File: config.mk
export PLATFORM = sky130hd
export DESIGN_NAME = fir_xifu_offload
export DESIGN_NICKNAME = d
export VERILOG_FILES = /design/src/rtl/fir_xifu_offload.sv
export SDC_FILE = /design/constraint.sdc
export NUM_CORES = 1
export LEC_CHECK = 0
export BUFFER_PORTS_ARGS = -buffer_cell sky130_fd_sc_hd__buf_2
export CELL_PAD_IN_SITES_DETAIL_PLACEMENT = 1
export CELL_PAD_IN_SITES_GLOBAL_PLACEMENT = 1
export CORE_MARGIN = 2
export CORE_UTILIZATION = 55
export CTS_BUF_LIST = sky130_fd_sc_hd__clkbuf_4 sky130_fd_sc_hd__clkbuf_8
export DETAILED_ROUTE_END_ITERATION = 8
export PLACE_DENSITY_LB_ADDON = 0.2
export RECOVER_POWER = 100
export SYNTH_ARGS = -nofsm -noshare
export SYNTH_HDL_FRONTEND = slang
export SYNTH_SLANG_ARGS = --single-unit
export TNS_END_PERCENT = 10
File: constraint.sdc
create_clock -name clk_i -period 23.8 [get_ports clk_i]
set_input_delay 4.76 -clock clk_i [delete_from_list [all_inputs] [get_ports clk_i]]
set_output_delay 4.76 -clock clk_i [all_outputs]
set_load 0.05 [all_outputs]
File: src/rtl/fir_xifu_offload.sv
// fir_xifu_offload: core-side XIF initiator. It buffers instructions in a FIFO, issues them one at a time,
// and sends exactly one in-order commit (or kill) for every issue handshake.
module fir_xifu_offload #(
    parameter int DEPTH = 4,
    parameter int ID_W  = 4
) (
    input  logic            clk_i,
    input  logic            rst_i,
    input  logic            clear_i,
    input  logic            instr_valid_i,
    output logic            instr_ready_o,
    input  logic [31:0]     instr_i,
    input  logic [31:0]     rs0_i,
    input  logic [31:0]     rs1_i,
    output logic            issue_valid_o,
    input  logic            issue_ready_i,
    output logic [31:0]     issue_instr_o,
    output logic [31:0]     issue_rs0_o,
    output logic [31:0]     issue_rs1_o,
    output logic [ID_W-1:0] issue_id_o,
    input  logic            issue_accept_i,
    input  logic            issue_writeback_i,
    input  logic            issue_loadstore_i,
    output logic            commit_valid_o,
    output logic [ID_W-1:0] commit_id_o,
    output logic            commit_kill_o,
    output logic            resp_valid_o,
    output logic            resp_accept_o,
    output logic            resp_writeback_o,
    output logic            resp_loadstore_o,
    output logic [ID_W-1:0] resp_id_o
);
    localparam int AW = $clog2(DEPTH);
    typedef enum logic [1:0] {IDLE, ISSUE, COMMIT} state_t;
    state_t state, state_nx;
    logic [31:0] mem_instr [DEPTH];
    logic [31:0] mem_rs0 [DEPTH];
    logic [31:0] mem_rs1 [DEPTH];
    logic [AW-1:0] wr_ptr, rd_ptr;
    logic [AW:0] count, count_nx;
    logic [ID_W-1:0] id_cnt, rid_q;
    logic acc_q, wb_q, ls_q, kill_q;
    logic push, hs;
    assign instr_ready_o = count != (AW+1)'(DEPTH);
    assign push = instr_valid_i & instr_ready_o & ~clear_i;
    assign hs = issue_valid_o & issue_ready_i;
    always_comb count_nx = clear_i ? '0 : count + (AW+1)'(push) - (AW+1)'(hs);
    // Leaving IDLE/COMMIT looks at the post-update count so a push is issued the very next cycle.
    always_comb state_nx = (state == ISSUE) ? (hs ? COMMIT : clear_i ? IDLE : ISSUE)
                                            : (count_nx != '0 ? ISSUE : IDLE);
    always_ff @(posedge clk_i) begin
        if (push) begin
            mem_instr[wr_ptr] <= instr_i;
            mem_rs0[wr_ptr]   <= rs0_i;
            mem_rs1[wr_ptr]   <= rs1_i;
        end
    end
    always_ff @(posedge clk_i or posedge rst_i) begin
        if (rst_i) begin
            state          <= IDLE;
            issue_valid_o  <= 1'b0;
            commit_valid_o <= 1'b0;
            resp_valid_o   <= 1'b0;
            count          <= '0;
            wr_ptr         <= '0;
            rd_ptr         <= '0;
            id_cnt         <= '0;
            rid_q          <= '0;
            acc_q          <= 1'b0;
            wb_q           <= 1'b0;
            ls_q           <= 1'b0;
            kill_q         <= 1'b0;
        end else begin
            state          <= state_nx;
            issue_valid_o  <= state_nx == ISSUE;
            commit_valid_o <= state_nx == COMMIT;
            resp_valid_o   <= state_nx == COMMIT;
            count          <= count_nx;
            wr_ptr         <= clear_i ? '0 : wr_ptr + AW'(push);
            rd_ptr         <= clear_i ? '0 : rd_ptr + AW'(hs);
            if (hs) begin
                id_cnt <= id_cnt + ID_W'(1);
                rid_q  <= id_cnt;
                acc_q  <= issue_accept_i;
                wb_q   <= issue_writeback_i;
                ls_q   <= issue_loadstore_i;
                kill_q <= clear_i;
            end
        end
    end
    assign issue_instr_o    = issue_valid_o ? mem_instr[rd_ptr] : '0;
    assign issue_rs0_o      = issue_valid_o ? mem_rs0[rd_ptr] : '0;
    assign issue_rs1_o      = issue_valid_o ? mem_rs1[rd_ptr] : '0;
    assign issue_id_o       = issue_valid_o ? id_cnt : '0;
    // A flush during the commit cycle still emits the commit, but as a kill.
    assign commit_id_o      = commit_valid_o ? rid_q : '0;
    assign commit_kill_o    = commit_valid_o & (~acc_q | kill_q | clear_i);
    assign resp_accept_o    = acc_q;
    assign resp_writeback_o = wb_q;
    assign resp_loadstore_o = ls_q;
    assign resp_id_o        = rid_q;
endmodule

[Word level (Yosys, flattened, before mapping)]
Memory sizes are Yosys's and may differ from the RTL's.
Cells that the tools add are included.
Cells by class
  add/sub/neg operators: 5
  $mul: 0
  div/mod/pow operators: 0
  magnitude comparators: 0
  equality and inequality tests: 4
  shifts and indexed selects: 0
  mux-type cells: 14
  bitwise gates (word level): 8
  reductions and logical operators: 1
Operator list (count)
  32-bit two-way mux: 3
  2-bit two-way mux: 4
  4-bit two-way mux: 2
  2-bit by 1-bit adder with 2-bit output: 2
  4-bit by 1-bit adder with 4-bit output (second input constant): 1
  1-bit bitwise AND: 4
  2-bit by 1-bit == test with 1-bit output (second input constant): 2
  1-bit two-way mux: 4
  3-bit by 1-bit adder with 3-bit output: 1
  3-bit two-way mux: 1
  3-bit inequality test (second input constant): 1
  3-bit nonzero test: 1
  3-bit by 1-bit subtractor with 3-bit output: 1
  2-bit == test (second input constant): 1
  1-bit inverter: 2
  1-bit OR: 2
Storage, ports and cells
  register bits: 23
  latch bits: 0
  RAM bits: 384
  ROM bits: 0
  input port bits: 104
  output and inout port bits: 116
  logic and storage cells: 47
  memories kept: 3
Memories
  mem_instr: depth 4, width 32, read ports 1, clocked after Yosys merged registers in 0, wr ports 1, RTL line 36  | logic [31:0] mem_instr [DEPTH];
  mem_rs0: depth 4, width 32, read ports 1, clocked after Yosys merged registers in 0, wr ports 1, RTL line 37  | logic [31:0] mem_rs0 [DEPTH];
  mem_rs1: depth 4, width 32, read ports 1, clocked after Yosys merged registers in 0, wr ports 1, RTL line 38  | logic [31:0] mem_rs1 [DEPTH];

[Depth between registers and ports, before layout]
Gate-level depths: netlist of the first run.
  word-level depth: 10
  gate-level depth with buffers: 11
  depth with buffers taken out: 10

[Worst setup path before layout of the first run]
OpenSTA, ideal clock, no wires.
  path kind: input port to flip-flop
  from: in clear_i
  to: mem mem_instr[1][0], enable pin
  library setup time: 0.688 ns
  data arrival time: 12.244 ns
  required time: 23.112 ns
  path slack: 10.868 ns
  stages on the path: 4
  buffers on the path: 1
  cell sequence: clkbuf_1 -> inv_1 -> nand3_1 -> nor3b_1
On the way
  longest elaborated chain between the ends: 4
Ends and longest elaborated chain
  from (decl): RTL line 9  | input logic clear_i,
  1-bit inverter: RTL line 45  | assign push = instr_valid_i & instr_ready_o & ~clear_i;
  1-bit bitwise AND: RTL line 45
  1-bit two-way mux: RTL line 52  | if (push) begin
  1-bit two-way mux (implied by the code): RTL line 53  | mem_instr[wr_ptr] <= instr_i;
  to (decl): RTL line 36
No other way between the ends.

[Worst setup path after layout of the first run]
  from: reg rd_ptr[1]
  to: out issue_instr_o[1]
On the way
  longest elaborated chain between the ends: 2
Ends and longest elaborated chain
  from (decl): RTL line 39  | logic [AW-1:0] wr_ptr, rd_ptr;
  from (signal assigned): RTL line 80  | rd_ptr <= clear_i ? '0 : rd_ptr + AW'(hs);
  memory 4 x 32 bit
  32-bit two-way mux: RTL line 91  | assign issue_instr_o = issue_valid_o ? mem_instr[rd_ptr] : '0;
  to (decl): RTL line 17  | output logic [31:0] issue_instr_o,
No other way between the ends.

==> metrics.csv, run 1 <==
stage,metric,value,unit
grt,overflow,0,
cells_and_area,nets,1072,
cells_and_area,mostFrequentLayoutCell,edfxtp_1,
worst_hold_path,hold_end,id_cnt[3]$_DFFE_PP0P_,
cells_and_area,fill_cells,2466,
synthesis,synth_cell_type_count,31,
sta,clock.fmax,0.0921,GHz
critical_path,cpPeakStageDelay,2.37,ns
routing,drtAntennaViolNets,0,
run_status,violations,"capacitance limit, slew limit",
clocking,cts.path.max_buffers,3,
power,leakage,5.82,nW
floorplan,core.rowCount,61,
critical_path,reg2reg_slack,17.77,ns
sta,worst_pin_slew,3.76,ns
cells_and_area,syn_to_final_growth,15.9,%
routing,avgRoutedWirePerCell,23.2,µm
critical_path,slowest_stage,clkbuf_1,
run_status,outcome,finished with violations,
routing,num_vias,7637,
sta,min_period,10.86,ns
floorplan,start_util,56.0,%
routing,drt_pass1_iterations,6,
synthesis,ys_seq_elements,407,
cells_and_area,drive_gt1_share,24.8,%
clocking,insertion_delay,0.56,ns
routing,drc,0,
worst_hold_path,hp-class,flop to flop,
worst_hold_path,holdCritStartpoint,id_cnt[3]$_DFFE_PP0P_,
cells_and_area,postLayoutCellArea,18000,µm²
routing,wirelength,32300,µm
clocking,clock-sinks,407,
synthesis,syn_nets,807,
clocking,cts_setup_buffers,0,
placed_design,hpwlAfterDp,19800,µm
job,maxCapViolations,11,
sta,fin_skew,0.0240,ns
sta,hold_violations,0,
routing,drt_iter0_drc,513,
grt,antenna_found_initial,4,
placed_design,gp_congestion,0.701,
critical_path,rr_endpoint,mem_instr[2][24]$_DFFE_PP_,
placed_design,io_buffers,219,
floorplan,core,27800,µm²
floorplan,die_x,172,µm
grt,grt_util_all_layers,22.6,%
clocking,numCtsBuffers,68,
critical_path,regToRegStartpoint,count[2]$_DFF_PP0_,
power,max-vdd-ir-drop,0.0000860,V
routing,routed_via_density,5.49,
sta,maxSlewViolCount,551,
critical_path,worstPathArrival,6.10,ns
sta,period_share,45.6,%
critical_path,worstPathRequired,19.04,ns
floorplan,dieArea,29600,µm²
grt,grt_start_max_net_pins,58,
clocking,root_buffer,clkbuf_8,
floorplan,io_pins,220,
sta,tns,0,ns
cells_and_area,layout_common_cells,"edfxtp_1 (384), clkbuf_1 (195), mux4_2 (96), and2_1 (81), clkbuf_8 (70)",
sta,maxSlewHeadroom,-151,%
floorplan,die_h,172,µm
grt,grt_pass1_vias,8592,
synthesis,synthCells,697,
critical_path,cpMostUsedCell,clkbuf_1,
synthesis,ys_warn_count,0,
clocking,ctsHoldBuffers,0,
power,power_density,114,nW/µm²
synthesis,syn_area,15600,µm²
critical_path,critPathKind,flop to primary output,
clocking,clk_pin_slew,0.06,ns
clocking,cts_tree,done,
sta,setup_viol,0,
synthesis,seq_area_frac_synth,77.8,%
synthesis,syn_avg_cell_area,22.3,µm²
placed_design,dpl_cell_area,17000,µm²
critical_path,worstSetupEndpointType,primary output,
sta,rsz0062_at_grt,no,
grt,grt_pass1_wl,49300,µm
clocking,htreeDepth,3,
cells_and_area,fin_util,64.9,%
critical_path,path_max_fanout,51,
clocking,cts-resized-gates,0,
critical_path,crit_chain,clkbuf_1 -> mux4_2 -> and2_1 -> clkbuf_1,
critical_path,cp-start-kind,flop,
worst_hold_path,worst_hold_path.num_cells,1,
critical_path,r2r_cells,5,
how the worst max path moves through the flow:
| stage | to | slack (ns) | depth (start not counted) | start |
|---|---|---|---|---|
| 6_report | issue_instr_o[1] | 12.94 | 4 | rd_ptr[1]$_DFF_PP0_ |
| 5_1_grt | issue_rs1_o[1] | 12.47 | 4 | rd_ptr[1]$_DFF_PP0_ |
| 4_1_cts | commit_kill_o | 13.55 | 4 | clear_i |
| 3_5_place_dp | commit_kill_o | 13.55 | 4 | clear_i |
| 3_3_place_gp | commit_kill_o | 13.55 | 4 | clear_i |
| 2_1_floorplan | mem_instr[1][0]$_DFFE_PP_ | 10.87 | 4 | clear_i |
report_power, final:
part	switching, mW	total (mW)	internal (mW)
Combinational	0.418	0.586	0.168
Clock	0.265	0.591	0.327
Sequential	0.0392	0.873	0.834
metal layers:
metal  vias to the layer above  GRT usage [%]  routed length, µm
met2                       274           38.9              16800
met3                        56           6.55               2440
met1                      3965           27.4              12400
met4                         2           8.44                687
met5                         -              0                 11
li1                       3340              -                  -
registers in the layout, indices dropped and copies added (netlist names):
register and cells:
mem_rs1 128, resp_loadstore_o 1, mem_rs0 128, wr_ptr 2, kill_q 1, id_cnt 4
state 2, rd_ptr 2, resp_valid_o 1, resp_accept_o 1, issue_valid_o 1, resp_writeback_o 1
mem_instr 128, resp_id_o 4, count 3
stage by stage:
stage | setup WS (ns) | hold slack, ns | cells | total power, mW
2_1_floorplan | 10.87 | 0.451 | 697 | 1.36
3_3_place_gp | 13.55 | 0.470 | 1270 | 1.48
3_5_place_dp | 13.55 | 0.491 | 1270 | 1.49
4_1_cts | 13.55 | 0.504 | 1387 | 2.09
5_1_grt | 12.47 | 0.519 | 1389 | 2.14
6_report | 12.94 | 0.506 | 1390 | 2.05
synth_stat cells:
master | number | area [µm²]
inv_1 | 8 | 30.0
nor3_1 | 1 | 5.00
nand2_1 | 3 | 11.3
o21ai_0 | 1 | 5.00
buf_12 | 1 | 20.0
nand4_1 | 1 | 6.26
buf_4 | 2 | 15.0
fa_1 | 1 | 20.0
nand2b_1 | 1 | 6.26
nand3_1 | 1 | 5.00
mux2_2 | 8 | 90.1
nor3b_1 | 2 | 15.0
clkinv_1 | 1 | 3.75
a32o_1 | 2 | 20.0
xnor2_1 | 7 | 61.3
buf_2 | 10 | 50.1
and3_1 | 1 | 6.26
clkbuf_1 | 17 | 63.8
edfxtp_1 | 384 | 11500
buf_8 | 4 | 60.1
dfrtp_1 | 23 | 576
or2_2 | 1 | 6.26
buf_6 | 1 | 11.3
a31oi_1 | 1 | 6.26
nor2_1 | 5 | 18.8
mux4_2 | 96 | 2160
a21boi_0 | 1 | 7.51
or3b_2 | 1 | 8.76
ha_1 | 5 | 62.6
nor2b_1 | 2 | 12.5
and2_1 | 105 | 657
critical path, delay by kind of cell, from the launching register on:
kind / cells / cell delay [ns]
multiplexers: 1 / 0.61
flip-flops: 1 / 1.81
buffers and inverters: 2 / 2.91
AND/OR/NAND/NOR: 1 / 0.15
final cells by class:
type | count | area, µm² | area share [%]
Sequential cell | 407 | 12100 | 67.2
Multi-Input combinational cell | 246 | 3190 | 17.7
Clock buffer | 97 | 1170 | 6.47
Timing Repair Buffer | 230 | 912 | 5.06
Tap cell | 378 | 473 | 2.62
Clock inverter | 20 | 130 | 0.722
Inverter | 9 | 33.8 | 0.187
Antenna cell | 3 | 7.51 | 0.0416
logic make-up (layout without fill, tap and decap cells):
group | after synthesis | after routing | share of synthesized area [%]
AO/OA/AOI/OAI | 5 | 5 | 0.249
multiplexers | 104 | 104 | 14.5
adder cells (fa/ha/maj) | 6 | 6 | 0.531
other | 0 | 3 | 0
buffers and inverters | 44 | 356 | 1.63
flip-flops | 407 | 407 | 77.8
AND/OR/NAND/NOR | 124 | 124 | 4.87
XOR/XNOR | 7 | 7 | 0.394
No activity file was read; power rests on OpenSTA's default activity.
==> inputs of run 2 (changes only) <==
- CORE_UTILIZATION: 55 -> 47
- clock period: 23.8 -> 9.4 ns (I/O delays scaled with it)
==> metrics.csv, run 2 (synthesized netlist as in run 1, its figures left out) <==
stage,metric,value,unit,change
run_status,outcome,finished with violations,,
run_status,violations,"capacitance limit, slew limit",,
routing,avgRoutedWirePerCell,21.9,µm,-5.5%
critical_path,slowest_stage,clkbuf_1,,
routing,drtAntennaViolNets,0,,unchanged
sta,tns,0,ns,unchanged
placed_design,dp_cells,1334,,+5.0%
critical_path,critPathTopFamily,buffers and inverters,,
floorplan,die_x,186,µm,+8.0%
power,power_density,285,nW/µm²,+150%
placed_design,gp_congestion,0.691,,-1.4%
clocking,numCtsBuffers,68,,unchanged
cells_and_area,postLayoutCellArea,18200,µm²,+0.81%
floorplan,dieArea,34600,µm²,+17%
floorplan,core,32500,µm²,+17%
cells_and_area,mostFrequentLayoutCell,edfxtp_1,,
critical_path,cpPeakStageDelay,2.25,ns,-0.12 ns
grt,grt_pass1_vias,8383,,-2.4%
worst_hold_path,hold_end,id_cnt[3]$_DFFE_PP0P_,,
routing,drt_pass1_iterations,4,,-2
sta,min_period,6.66,ns,
critical_path,critPathKind,flop to primary output,,
critical_path,rr_endpoint,mem_rs0[1][27]$_DFFE_PP_,,
grt,overflow,0,,unchanged
sta,hold_violations,0,,unchanged
sta,clock.fmax,0.150,GHz,
sta,maxSlewViolCount,418,,-24%
grt,grt_pass1_wl,48700,µm,-1.2%
grt,grt_util_all_layers,19.2,%,-3.5 points
grt,grt_start_max_net_pins,61,,+5.2%
placed_design,dpl_cell_area,17100,µm²,+0.51%
clocking,clk_pin_slew,0.06,ns,about the same
placed_design,hpwlAfterDp,18500,µm,-6.3%
cells_and_area,nets,1072,,unchanged
routing,wirelength,31900,µm,-1.2%
cells_and_area,fill_cells,3009,,+22%
power,power.switching,1.80,mW,+150%
clocking,cts-resized-gates,0,,unchanged
placed_design,io_buffers,219,,unchanged
critical_path,reg2reg_slack,4.81,ns,-12.96 ns
critical_path,regToRegStartpoint,count[2]$_DFF_PP0_,,
clocking,ctsHoldBuffers,0,,unchanged
power,p_int,3.37,mW,+150%
critical_path,r2r_cells,5,,unchanged
worst_hold_path,holdCritStartpoint,id_cnt[3]$_DFFE_PP0P_,,
power,switching_share,34.9,%,-0.32 points
cells_and_area,drive_gt1_share,30.0,%,+5.3 points
critical_path,worstPathArrival,4.78,ns,-1.32 ns
clocking,cts_setup_buffers,0,,unchanged
power,p_seq_share,42.7,%,about the same
power,share_comb_of_total_power,28.9,%,+0.3 points
cells_and_area,layout_common_cells,"edfxtp_1 (384), clkbuf_1 (142), mux4_2 (96), buf_2 (83), clkbuf_8 (72)",,
cells_and_area,stdcell_count,1454,,+4.6%
critical_path,path_buf_inv,2,,unchanged
floorplan,io_pins,220,,unchanged
sta,worst_pin_slew,3.24,ns,-0.519 ns
clocking,cts_tree,done,,
floorplan,start_util,47.8,%,-8.2 points
routing,routed_via_density,5.18,,-5.7%
clocking,htreeDepth,3,,unchanged
worst_hold_path,hp-class,flop to flop,,
routing,drc,0,,unchanged
critical_path,crit_chain,clkbuf_1 -> mux4_2 -> and2_1 -> clkbuf_1,,
floorplan,die_h,186,µm,+8.0%
clocking,clock-sinks,407,,unchanged
critical_path,cp-start-kind,flop,,
cells_and_area,syn_to_final_growth,16.8,%,
sta,maxSlewHeadroom,-116,%,+35 points
power,max-vdd-ir-drop,0.000159,V,+85%
sta,setup_viol,0,,unchanged
routing,num_vias,7530,,-1.4%
clocking,root_buffer,clkbuf_8,,
clocking,insertion_delay,0.58,ns,+0.02 ns
floorplan,core.rowCount,66,,+8.2%
power,power_frac_clock,28.4,%,-0.4 points
cells_and_area,top_regs,"mem_instr: 128 flops, mem_rs0: 128 flops, mem_rs1: 128 flops",,
worst_hold_path,worst_hold_path.num_cells,1,,unchanged
sta,fin_skew,0.0291,ns,+0.00508 ns
job,maxCapViolations,9,,-2
critical_path,path_max_fanout,36,,-29%
power,leakage,6.01,nW,+3.2%
critical_path,worstPathRequired,7.52,ns,-11.52 ns
critical_path,cpMostUsedCell,clkbuf_1,,
routing,drt_iter0_drc,447,,-13%
critical_path,worstSetupEndpointType,primary output,,
sta,period_share,70.8,%,
power,finalPower,5.17,mW,+150%
sta,rsz0062_at_grt,no,,
clocking,cts.path.max_buffers,3,,unchanged
grt,antenna_found_initial,5,,+1
[run 2: changes by cell type in the layout (fill, tap and decap cells not counted), sizes merged]
cell	change
buf	+53
bufinv	-1
clkbuf	-50
clkinv	+2
clkinvlp	-1
inv	-3
[run 2: power by group through the flow]
stage	logic, mW	clock network [mW]	registers, mW
2_1_floorplan	1.18	0	2.25
3_3_place_gp	1.53	0	2.24
3_5_place_dp	1.54	0	2.25
4_1_cts	1.54	1.52	2.21
5_1_grt	1.60	1.59	2.23
6_report	1.49	1.47	2.21
[run 2: cell type report]
type | instances | area [µm²] | area share (%)
diodes | 3 | 7.51 | 0.0413
clock buffers | 100 | 1200 | 6.61
clock inverters | 17 | 75.1 | 0.413
inverters | 9 | 33.8 | 0.186
multi-input cells | 246 | 3200 | 17.6
flip-flops and latches | 407 | 12100 | 66.6
well taps | 442 | 553 | 3.04
repair buffers | 230 | 986 | 5.43
[run 2: through the flow]
stage                     utilization [%]  hold WS [ns]  setup slack (ns)
after floorplan                         -         0.451            -0.641
after global routing                 55.8         0.528              2.09
final                                55.8         0.499              2.74
after global placement               52.6         0.483              4.93
after CTS                            56.5         0.505              4.30
after detailed placement             52.6         0.493              4.87
[run 2: layer usage]
metal / part of all wire, % / track usage (%)
met5: 0.091 / 0
met4: 1.6 / 5.89
met3: 8.1 / 6.77
met2: 50 / 31.5
met1: 41 / 24.0
[run 2: worst max path at each step]
stage | from | to | depth (start not counted)
2_1_floorplan | clear_i | mem_instr[2][0]$_DFFE_PP_ | 4
3_3_place_gp | clear_i | mem_rs1[3][15]$_DFFE_PP_ | 6
3_5_place_dp | clear_i | mem_rs0[3][27]$_DFFE_PP_ | 6
4_1_cts | rd_ptr[0]$_DFF_PP0_ | issue_instr_o[4] | 4
5_1_grt | rd_ptr[0]$_DFF_PP0_ | issue_instr_o[2] | 4
6_report | rd_ptr[0]$_DFF_PP0_ | issue_instr_o[2] | 4
[run 2: worst register-to-register path: stages (launching register included)]
cell	delay, ns
dfrtp_1	0.38
or3b_2	0.22
nand3_1	0.22
nor3b_4	0.24
clkbuf_1	2.23
buf_4	0.91
